<file path="src/rtl/branch_pkg.sv">
// Shared definitions for the execute-stage branch resolver: control-flow
// opcodes, resolver FSM encoding and the redirect-cause classification.
package branch_pkg;

    localparam logic [6:0] OPC_BRANCH = 7'b1100011;
    localparam logic [6:0] OPC_JAL    = 7'b1101111;

    typedef enum logic {
        IDLE    = 1'b0,
        RECOVER = 1'b1
    } state_t;

    typedef enum logic [2:0] {
        NONE          = 3'd0,
        PRED_T_ACT_NT = 3'd1,
        PRED_NT_ACT_T = 3'd2,
        TGT_MISMATCH  = 3'd3,
        ALIAS         = 3'd4
    } cause_t;

    // True for the opcodes whose outcome trains the predictor (B-type, JAL).
    function automatic logic is_ctrl_opcode(input logic [6:0] opcode);
        return (opcode == OPC_BRANCH) || (opcode == OPC_JAL);
    endfunction

endpackage

</file>
<file path="src/rtl/branch_pred_pipe.sv">
// Two-stage carrier for the fetch-time prediction (taken bit + target),
// moving F->D->E alongside the instruction. Flush wins over stall.
module branch_pred_pipe (
    input  logic        clk,
    input  logic        reset_n,
    input  logic        StallD,
    input  logic        FlushD,
    input  logic        StallE,
    input  logic        FlushE,
    input  logic        predict_F,
    input  logic [31:0] pred_target_F,
    output logic        pred_E,
    output logic [31:0] pred_target_E
);

    logic        pred_p1;
    logic [31:0] tgt_p1;
    logic        pred_p2;
    logic [31:0] tgt_p2;

    // F -> D: decode-stage copy of the prediction
    always_ff @(posedge clk or negedge reset_n) begin
        if (!reset_n) begin
            pred_p1 <= 1'b0;
            tgt_p1  <= '0;
        end else if (FlushD) begin
            pred_p1 <= 1'b0;
            tgt_p1  <= '0;
        end else if (!StallD) begin
            pred_p1 <= predict_F;
            tgt_p1  <= pred_target_F;
        end
    end

    // D -> E: execute-stage copy compared against the actual outcome
    always_ff @(posedge clk or negedge reset_n) begin
        if (!reset_n) begin
            pred_p2 <= 1'b0;
            tgt_p2  <= '0;
        end else if (FlushE) begin
            pred_p2 <= 1'b0;
            tgt_p2  <= '0;
        end else if (!StallE) begin
            pred_p2 <= pred_p1;
            tgt_p2  <= tgt_p1;
        end
    end

    assign pred_E        = pred_p2;
    assign pred_target_E = tgt_p2;

endmodule

</file>
<file path="src/rtl/branch_resolver.sv">
// Execute-stage branch resolver: compares the carried fetch prediction with
// the actual outcome, raises redirect/flush and emits the one-cycle predictor
// training update. Define BRANCH_RESOLVER_PERF_EN to add saturating
// branch/mispredict performance counters (cnt_branch, cnt_mispred).
module branch_resolver
    import branch_pkg::*;
#(
    parameter int unsigned RECOVER_CYCLES = 1,
    parameter int unsigned CNT_W          = 32
) (
    input  logic             clk,
    input  logic             reset_n,
    input  logic             StallD,
    input  logic             FlushD,
    input  logic             StallE,
    input  logic             FlushE,
    input  logic             predict_F,
    input  logic [31:0]      pred_target_F,
    input  logic             branch_E,
    input  logic             PCSrcE,
    input  logic [31:0]      Act_TargetE,
    input  logic [31:0]      PCPlus4E,
    output logic             mispredict,
    output logic [31:0]      redirect_pc,
    output logic             flush_req,
    output logic             upd_valid,
    output logic             upd_taken,
    output logic [31:0]      upd_target
`ifdef BRANCH_RESOLVER_PERF_EN
    ,
    output logic [CNT_W-1:0] cnt_branch,
    output logic [CNT_W-1:0] cnt_mispred
`endif
);

    if (RECOVER_CYCLES < 1 || RECOVER_CYCLES > 3 || CNT_W < 1) begin : g_param_check
        $error("branch_resolver: RECOVER_CYCLES must be 1..3 and CNT_W >= 1");
    end

    localparam logic [1:0] RCNT_INIT = 2'(RECOVER_CYCLES - 1);

    state_t      state;
    logic [1:0]  rcnt;
    cause_t      cause;
    logic        compare_en;
    logic        pred_E;
    logic [31:0] pred_target_E;

    branch_pred_pipe u_pipe (
        .clk           (clk),
        .reset_n       (reset_n),
        .StallD        (StallD),
        .FlushD        (FlushD),
        .StallE        (StallE),
        .FlushE        (FlushE),
        .predict_F     (predict_F),
        .pred_target_F (pred_target_F),
        .pred_E        (pred_E),
        .pred_target_E (pred_target_E)
    );

    // Classify the E-stage outcome against the carried prediction
    always_comb begin
        cause = NONE;
        if (branch_E) begin
            if (pred_E && !PCSrcE)
                cause = PRED_T_ACT_NT;
            else if (!pred_E && PCSrcE)
                cause = PRED_NT_ACT_T;
            else if (pred_E && PCSrcE && (pred_target_E != Act_TargetE))
                cause = TGT_MISMATCH;
        end else if (pred_E) begin
            // Predictor hit on a non-control instruction: fall through, no training.
            cause = ALIAS;
        end
    end

    // Outputs are forced quiet while reset is held so an asynchronous reset
    // silences them immediately, even mid-recovery.
    assign compare_en = reset_n && (state == IDLE) && !StallE;
    assign mispredict = compare_en && (cause != NONE);
    assign flush_req  = mispredict || (state == RECOVER);
    assign upd_valid  = compare_en && branch_E;
    assign upd_taken  = reset_n && PCSrcE;
    assign upd_target = reset_n ? Act_TargetE : '0;

    // Select the redirect address: taken-side causes go to the actual target
    always_comb begin
        redirect_pc = PCPlus4E;
        if (!reset_n)
            redirect_pc = '0;
        else if ((cause == PRED_NT_ACT_T) || (cause == TGT_MISMATCH))
            redirect_pc = Act_TargetE;
    end

    // Recovery FSM: mask compare/training for RECOVER_CYCLES after a redirect
    always_ff @(posedge clk or negedge reset_n) begin
        if (!reset_n) begin
            state <= IDLE;
            rcnt  <= '0;
        end else begin
            case (state)
                IDLE: begin
                    if (mispredict) begin
                        state <= RECOVER;
                        rcnt  <= RCNT_INIT;
                    end
                end
                RECOVER: begin
                    if (rcnt == 2'd0)
                        state <= IDLE;
                    else
                        rcnt <= rcnt - 2'd1;
                end
                default: state <= IDLE;
            endcase
        end
    end

`ifdef BRANCH_RESOLVER_PERF_EN
    // Saturating counters of resolved branches and mispredicts
    always_ff @(posedge clk or negedge reset_n) begin
        if (!reset_n) begin
            cnt_branch  <= '0;
            cnt_mispred <= '0;
        end else begin
            if (upd_valid && (cnt_branch != '1))
                cnt_branch <= cnt_branch + 1'b1;
            if (mispredict && (cnt_mispred != '1))
                cnt_mispred <= cnt_mispred + 1'b1;
        end
    end
`endif

endmodule

</file>
<file path="config.mk">
export PLATFORM = sky130hd
export DESIGN_NAME = branch_resolver
export DESIGN_NICKNAME = d
export VERILOG_FILES = /design/src/rtl/branch_pkg.sv /design/src/rtl/branch_pred_pipe.sv /design/src/rtl/branch_resolver.sv
export SDC_FILE = /design/constraint.sdc
export NUM_CORES = 1
export LEC_CHECK = 0
export ABC_AREA = 1
export BUFFER_PORTS_ARGS = -buffer_cell sky130_fd_sc_hd__buf_2
export CAP_MARGIN = 20
export CORE_MARGIN = 1
export CORE_UTILIZATION = 40
export CTS_BUF_LIST = sky130_fd_sc_hd__clkbuf_4 sky130_fd_sc_hd__clkbuf_8 sky130_fd_sc_hd__clkbuf_16
export DETAILED_ROUTE_END_ITERATION = 7
export PLACE_DENSITY_LB_ADDON = 0.1
export SETUP_SLACK_MARGIN = 0.1
export SLEW_MARGIN = 0
export SYNTH_ARGS = -nofsm -noshare
export SYNTH_HDL_FRONTEND = slang
export SYNTH_SLANG_ARGS = --single-unit
</file>
<file path="constraint.sdc">
create_clock -name clk -period 6.1 [get_ports clk]
set_clock_uncertainty 0.1 [all_clocks]
set_input_delay 1.83 -clock clk [delete_from_list [all_inputs] [get_ports clk]]
set_output_delay 1.83 -clock clk [all_outputs]
set_load 0.05 [all_outputs]
</file>
Word-level counts from Yosys, hierarchy flattened:

Cells that the tools add are included.

* eq/ne operators: 7
* $add $sub $neg: 1
* bitwise gates (word level): 1
* multiplexer cells: 22
* reduce and logical (&&, ||, !) cells: 17

Operators with widths (count)
* 32-bit two-way mux: 7
* 32-bit inequality test: 1
* 1-bit logical AND: 9
* 3-bit two-way mux: 3
* 2-bit two-way mux: 4
* 3-bit by 2-bit equality test with 1-bit output, second input constant: 2
* 1-bit two-way mux: 6
* 2-bit by 1-bit inequality test with 1-bit output, second input constant: 2
* 2-bit inequality test, second input constant: 2
* 2-bit one-hot mux with 2 select lines: 1
* 1-bit zero test: 3
* 3-bit nonzero test: 1
* 2-bit zero test: 1
* 1-bit logical OR: 2
* 1-bit one-hot mux with 2 select lines: 1
* 2-bit AND reduction: 1
* 2-bit by 1-bit subtractor with 2-bit output, second input constant: 1
* 1-bit inverter: 1

* logic and storage cells: 54
* output and inout port bits: 68
* input bits: 105
* register bits after elaboration: 69

Depth between registers and ports, before layout:

* word-level depth: 10
* depth in mapped cells: 14
* gate-level depth less buffers: 14

By module:

A second synthesis with hierarchy kept.

* cells, all modules: 646
* area, all modules: 4539.4 um^2

Modules (own cells, without submodules)
* branch_pred_pipe: times used 1, cells each 288, area each 2768.9 um^2
* branch_resolver: times used 1, cells each 358, area each 1770.4 um^2

Worst setup path after synthesis:

OpenSTA, ideal clock, no wires.

* path kind: in2out
* start point: input port Act_TargetE[19]
* end point: output port redirect_pc[10]
* required time: 4.170 ns
* cell stages on the path: 7
* arrival: 3.510 ns
* setup slack: 0.660 ns
* cells stage by stage: or2_2 > nand3_1 > nor2_1 > nand3_2 > clkbuf_1 > nand3_1 > a21oi_1

* cells in the longest elaborated chain, start to end: 10

RTL lines
* from (decl): line branch_resolver.sv:21 `input logic [31:0] Act_TargetE,`
* 32-bit inequality test *: line branch_resolver.sv:70 `else if (pred_E && PCSrcE && (pred_target_E != Act_TargetE))`
* 1-bit logical AND *: line branch_resolver.sv:70
* 2-bit two-way mux *: line branch_resolver.sv:70
* 2-bit two-way mux *: line branch_resolver.sv:68 `else if (!pred_E && PCSrcE)`
* 3-bit two-way mux *: line branch_resolver.sv:66 `if (pred_E && !PCSrcE)`
* 3-bit two-way mux *: line branch_resolver.sv:65 `if (branch_E) begin`
* 3-bit by 2-bit equality test with 1-bit output: line branch_resolver.sv:92 `else if ((cause == PRED_NT_ACT_T) || (cause == TGT_MISMATCH))`
* 1-bit logical OR *: line branch_resolver.sv:92
* 32-bit two-way mux *: line branch_resolver.sv:92
* 32-bit two-way mux *: line branch_resolver.sv:90 `if (!reset_n)`
* to (decl): line branch_resolver.sv:24 `output logic [31:0] redirect_pc,`

Mark *: on every way between the ends. The rest lies on a longest branch, timed or not.

Final worst setup path:

* start point: input port Act_TargetE[25]
* end point: output port redirect_pc[5]

Same word-level chain as after synthesis.

==> results_dict.tcl <==
set metrics [dict create \
    status "complete, no violations" \
    power.switching_mw 0.397 \
    synth_edf_count 0 \
    async_flop_share_pct 100 \
    critPathSlowestCell "nand2_4" \
    syn_nets 692 \
    synth_xor_area_share_pct 1.68 \
    overflow 0 \
    drive_gt1_share_pct 32.2 \
    internal_power_mw 0.778 \
    place_area_sq_mm 0.00508 \
    cts_hold_buf 0 \
    p_seq_share_pct 42.0 \
    r2r-start "u_pipe.pred_target_E[25]" \
    cts_sinks 69 \
    drcViolationCount 0 \
    critPathMaxFanout 33 \
    synth_top_family_by_area "simple AND/OR/NAND/NOR gates" \
    place.gp.congestion 0.846 \
    required_ns 4.17 \
    fin_setup_tns_ns 0 \
    yosysSeqAreaShare_pct 41.3 \
    vias_per_cell 4.78 \
    worstSetupPathDepth 13 \
    ioPinCount 173 \
    cts_root_buf "clkbuf_8" \
    power_per_cell_area_mw_per_mm2 223 \
    die_h_microns 104 \
    port_buffers 172 \
    cts_buffer_depth 2 \
    r2r_cells 13 \
    cap_viol_max_count 0 \
    clk_pin_slew_ns 0.07 \
    path_common_cell "nand2_1" \
    slew_headroom_pct 29.2 \
    rsz0062_at_grt "no" \
    leakagePower_nw 3.03 \
    initial_utilization_pct 42.0 \
    synth_mux_area_share_pct 0 \
    tightest_slew_ns 1.06 \
    reg2reg_to "rcnt[1]" \
    finalHoldViolations 0 \
    finalSetupViolations 0 \
    synth.most_common_cell "nand2_1" \
    h-tree-depth 3 \
    die-area_sq_mm 0.0109 \
    hold_path.class "reg -> reg" \
    num_vias 4196 \
    synth_seq_cells 69 \
    synth_common_cells "125 x nand2_1, 121 x inv_1, 82 x nand3_1" \
    drt_iter0_drc 293 \
    max_freq_ghz 0.181 \
    cp-start-kind "input pin" \
    synth_area_leaders "dfrtp_1 41%, nand2_1 11%, inv_1 11%" \
    min-delay-start "rcnt[0]" \
    core_sq_mm 0.00995 \
    ctsResizeCount 0 \
    crit_path_max_incr_delay_ns 0.36 \
    path_buf_inv 3 \
    ff2ff_setup_slack_ns 4.08 \
    cts_setup_buffers 0 \
    synth_fa_ha_area_share_pct 0.299 \
    yosys_warnings 0 \
    min_to "rcnt[0]" \
    yosysTopAreaCell "dfrtp_1" \
    synth_compound_area_share_pct 14.7 \
    first_pass_iters 4 \
    synth_cell_types 28 \
    wl_per_cell_microns 13.9 \
    syn_inst 586 \
    fin_area_sq_mm 0.00528 \
    fin_crit_ns 5.52 \
    synth_top_area_share_pct 41.3 \
    pwr-share-comb_pct 26.3 \
    ys.flop_type "dfrtp_1" \
    syn_avg_cell_area_sq_um 7.13 \
    grt_pass1_wl_microns 19300 \
    drt.antenna.violating_nets 0 \
    netlist_area_sq_mm 0.00418 \
    antenna_found_initial 0 \
    cp_cell_sequence "buf_2, inv_1, nand2_1, nand2_1, nand2_1, nor2_1, nand2_1, nor2_1, nand3_2, nand2_4, nand2_1, a21oi_1, buf_2" \
    cp_top_family "simple AND/OR/NAND/NOR gates" \
    synth-simple-area-share_pct 26.8 \
    path_class "in -> out" \
    power_frac_clock_pct 31.7 \
    nets 847 \
    routed_wl_microns 12200 \
    dp_hpwl_microns 9570 \
    grt_use_total_pct 22.7 \
    period_share_pct 90.4 \
    finalMaxSlewViolations 0 \
    setup.worst_path.end_class "primary output" \
    cp.arrival_ns 3.59 \
    placementRows 36 \
    fp.dieW_microns 104 \
    numCtsBuffers 9 \
    cts_tree "yes" \
    grt_max_degree 67 \
    clkLatencyLatePin_ns 0.33 \
    peakVddDrop_uv 129 \
    whs_path_depth 2 \
    grt_pass1_vias 3809 \
    synthToLayoutAreaGrowth_pct 26.3 \
    antenna_cells 0 \
    swShare_pct 33.8 \
]
-- final cells by class --
class,count,area (sq um)
inverter,123,462
clock buffer,11,151
timing repair buffer,178,908
tap,133,166
clock inverter,4,47.5
sequential,69,1730
fill,985,4670
multi-input combinational,360,1820
-- layer usage --
metal	up-vias	GRT usage, %	share of wire (%)
met3	12	4.07	5.6
met4	0	7.76	1.4
met5	-	0	0
li1	2139	-	-
met1	1887	30.5	46
met2	158	36.8	47
-- through the flow --
stage | util, % | instances | total power [mW] | hold slack [ns] | setup slack, ns
2_1_floorplan | - | 586 | 0.708 | 0.369 | 0.660
3_3_place_gp | 51.0 | 863 | 0.809 | 0.399 | 0.689
3_5_place_dp | 51.0 | 863 | 0.813 | 0.400 | 0.595
4_1_cts | 53.0 | 878 | 1.19 | 0.419 | 0.590
5_1_grt | 53.0 | 878 | 1.23 | 0.449 | 0.418
6_report | 53.0 | 878 | 1.18 | 0.421 | 0.585
-- logic make-up (layout without fill, tap and decap cells) --
kind of cell	count (synthesis)	after routing
AOI/OAI and AO/OA	102	102
DFF	69	69
buffers and inverters	157	316
adders and majority gates	1	1
and+or+nand+nor	249	249
xor gates and xnor gates	8	8
-- worst min-delay path, cell delays in order (launching register included) --
cell and delay, ns:
dfrtp_1 0.35, nand3_1 0.08, nand2_1 0.07
-- power groups by stage --
stage | registers (mW) | logic, mW | clock network (mW)
global placement | 0.501 | 0.307 | 0
detailed placement | 0.502 | 0.311 | 0
floorplan | 0.499 | 0.209 | 0
CTS | 0.493 | 0.312 | 0.382
global route | 0.496 | 0.336 | 0.403
finish | 0.493 | 0.309 | 0.373
-- worst max-delay path by stage --
stage | from | endpoint | slack (ns)
floorplan | Act_TargetE[19] | redirect_pc[10] | 0.66
global placement | Act_TargetE[25] | flush_req | 0.69
detailed placement | Act_TargetE[25] | redirect_pc[5] | 0.59
CTS | Act_TargetE[25] | redirect_pc[5] | 0.59
global route | Act_TargetE[14] | redirect_pc[8] | 0.42
finish | Act_TargetE[25] | redirect_pc[5] | 0.58
-- flip-flops by register name, summed over array words and instances, names as in the netlist --
register,count
u_pipe.pred_p1,1
u_pipe.pred_target_E,32
state,1
u_pipe.pred_E,1
u_pipe.tgt_p1,32
rcnt,2
-- layout by cell type (no fill, tap or decap), types with 8 or more instances in the layout --
cell        n
a21oi_1    12
xnor2_1     8
o22ai_1    24
a21oi_2    20
nand2_2    21
buf_2     171
dfrtp_1    69
nand2_1   125
o21ai_0    45
inv_1     121
nand3_1    82
nor2_1     12
clkbuf_8   11
(Power assumes the default switching activity.)
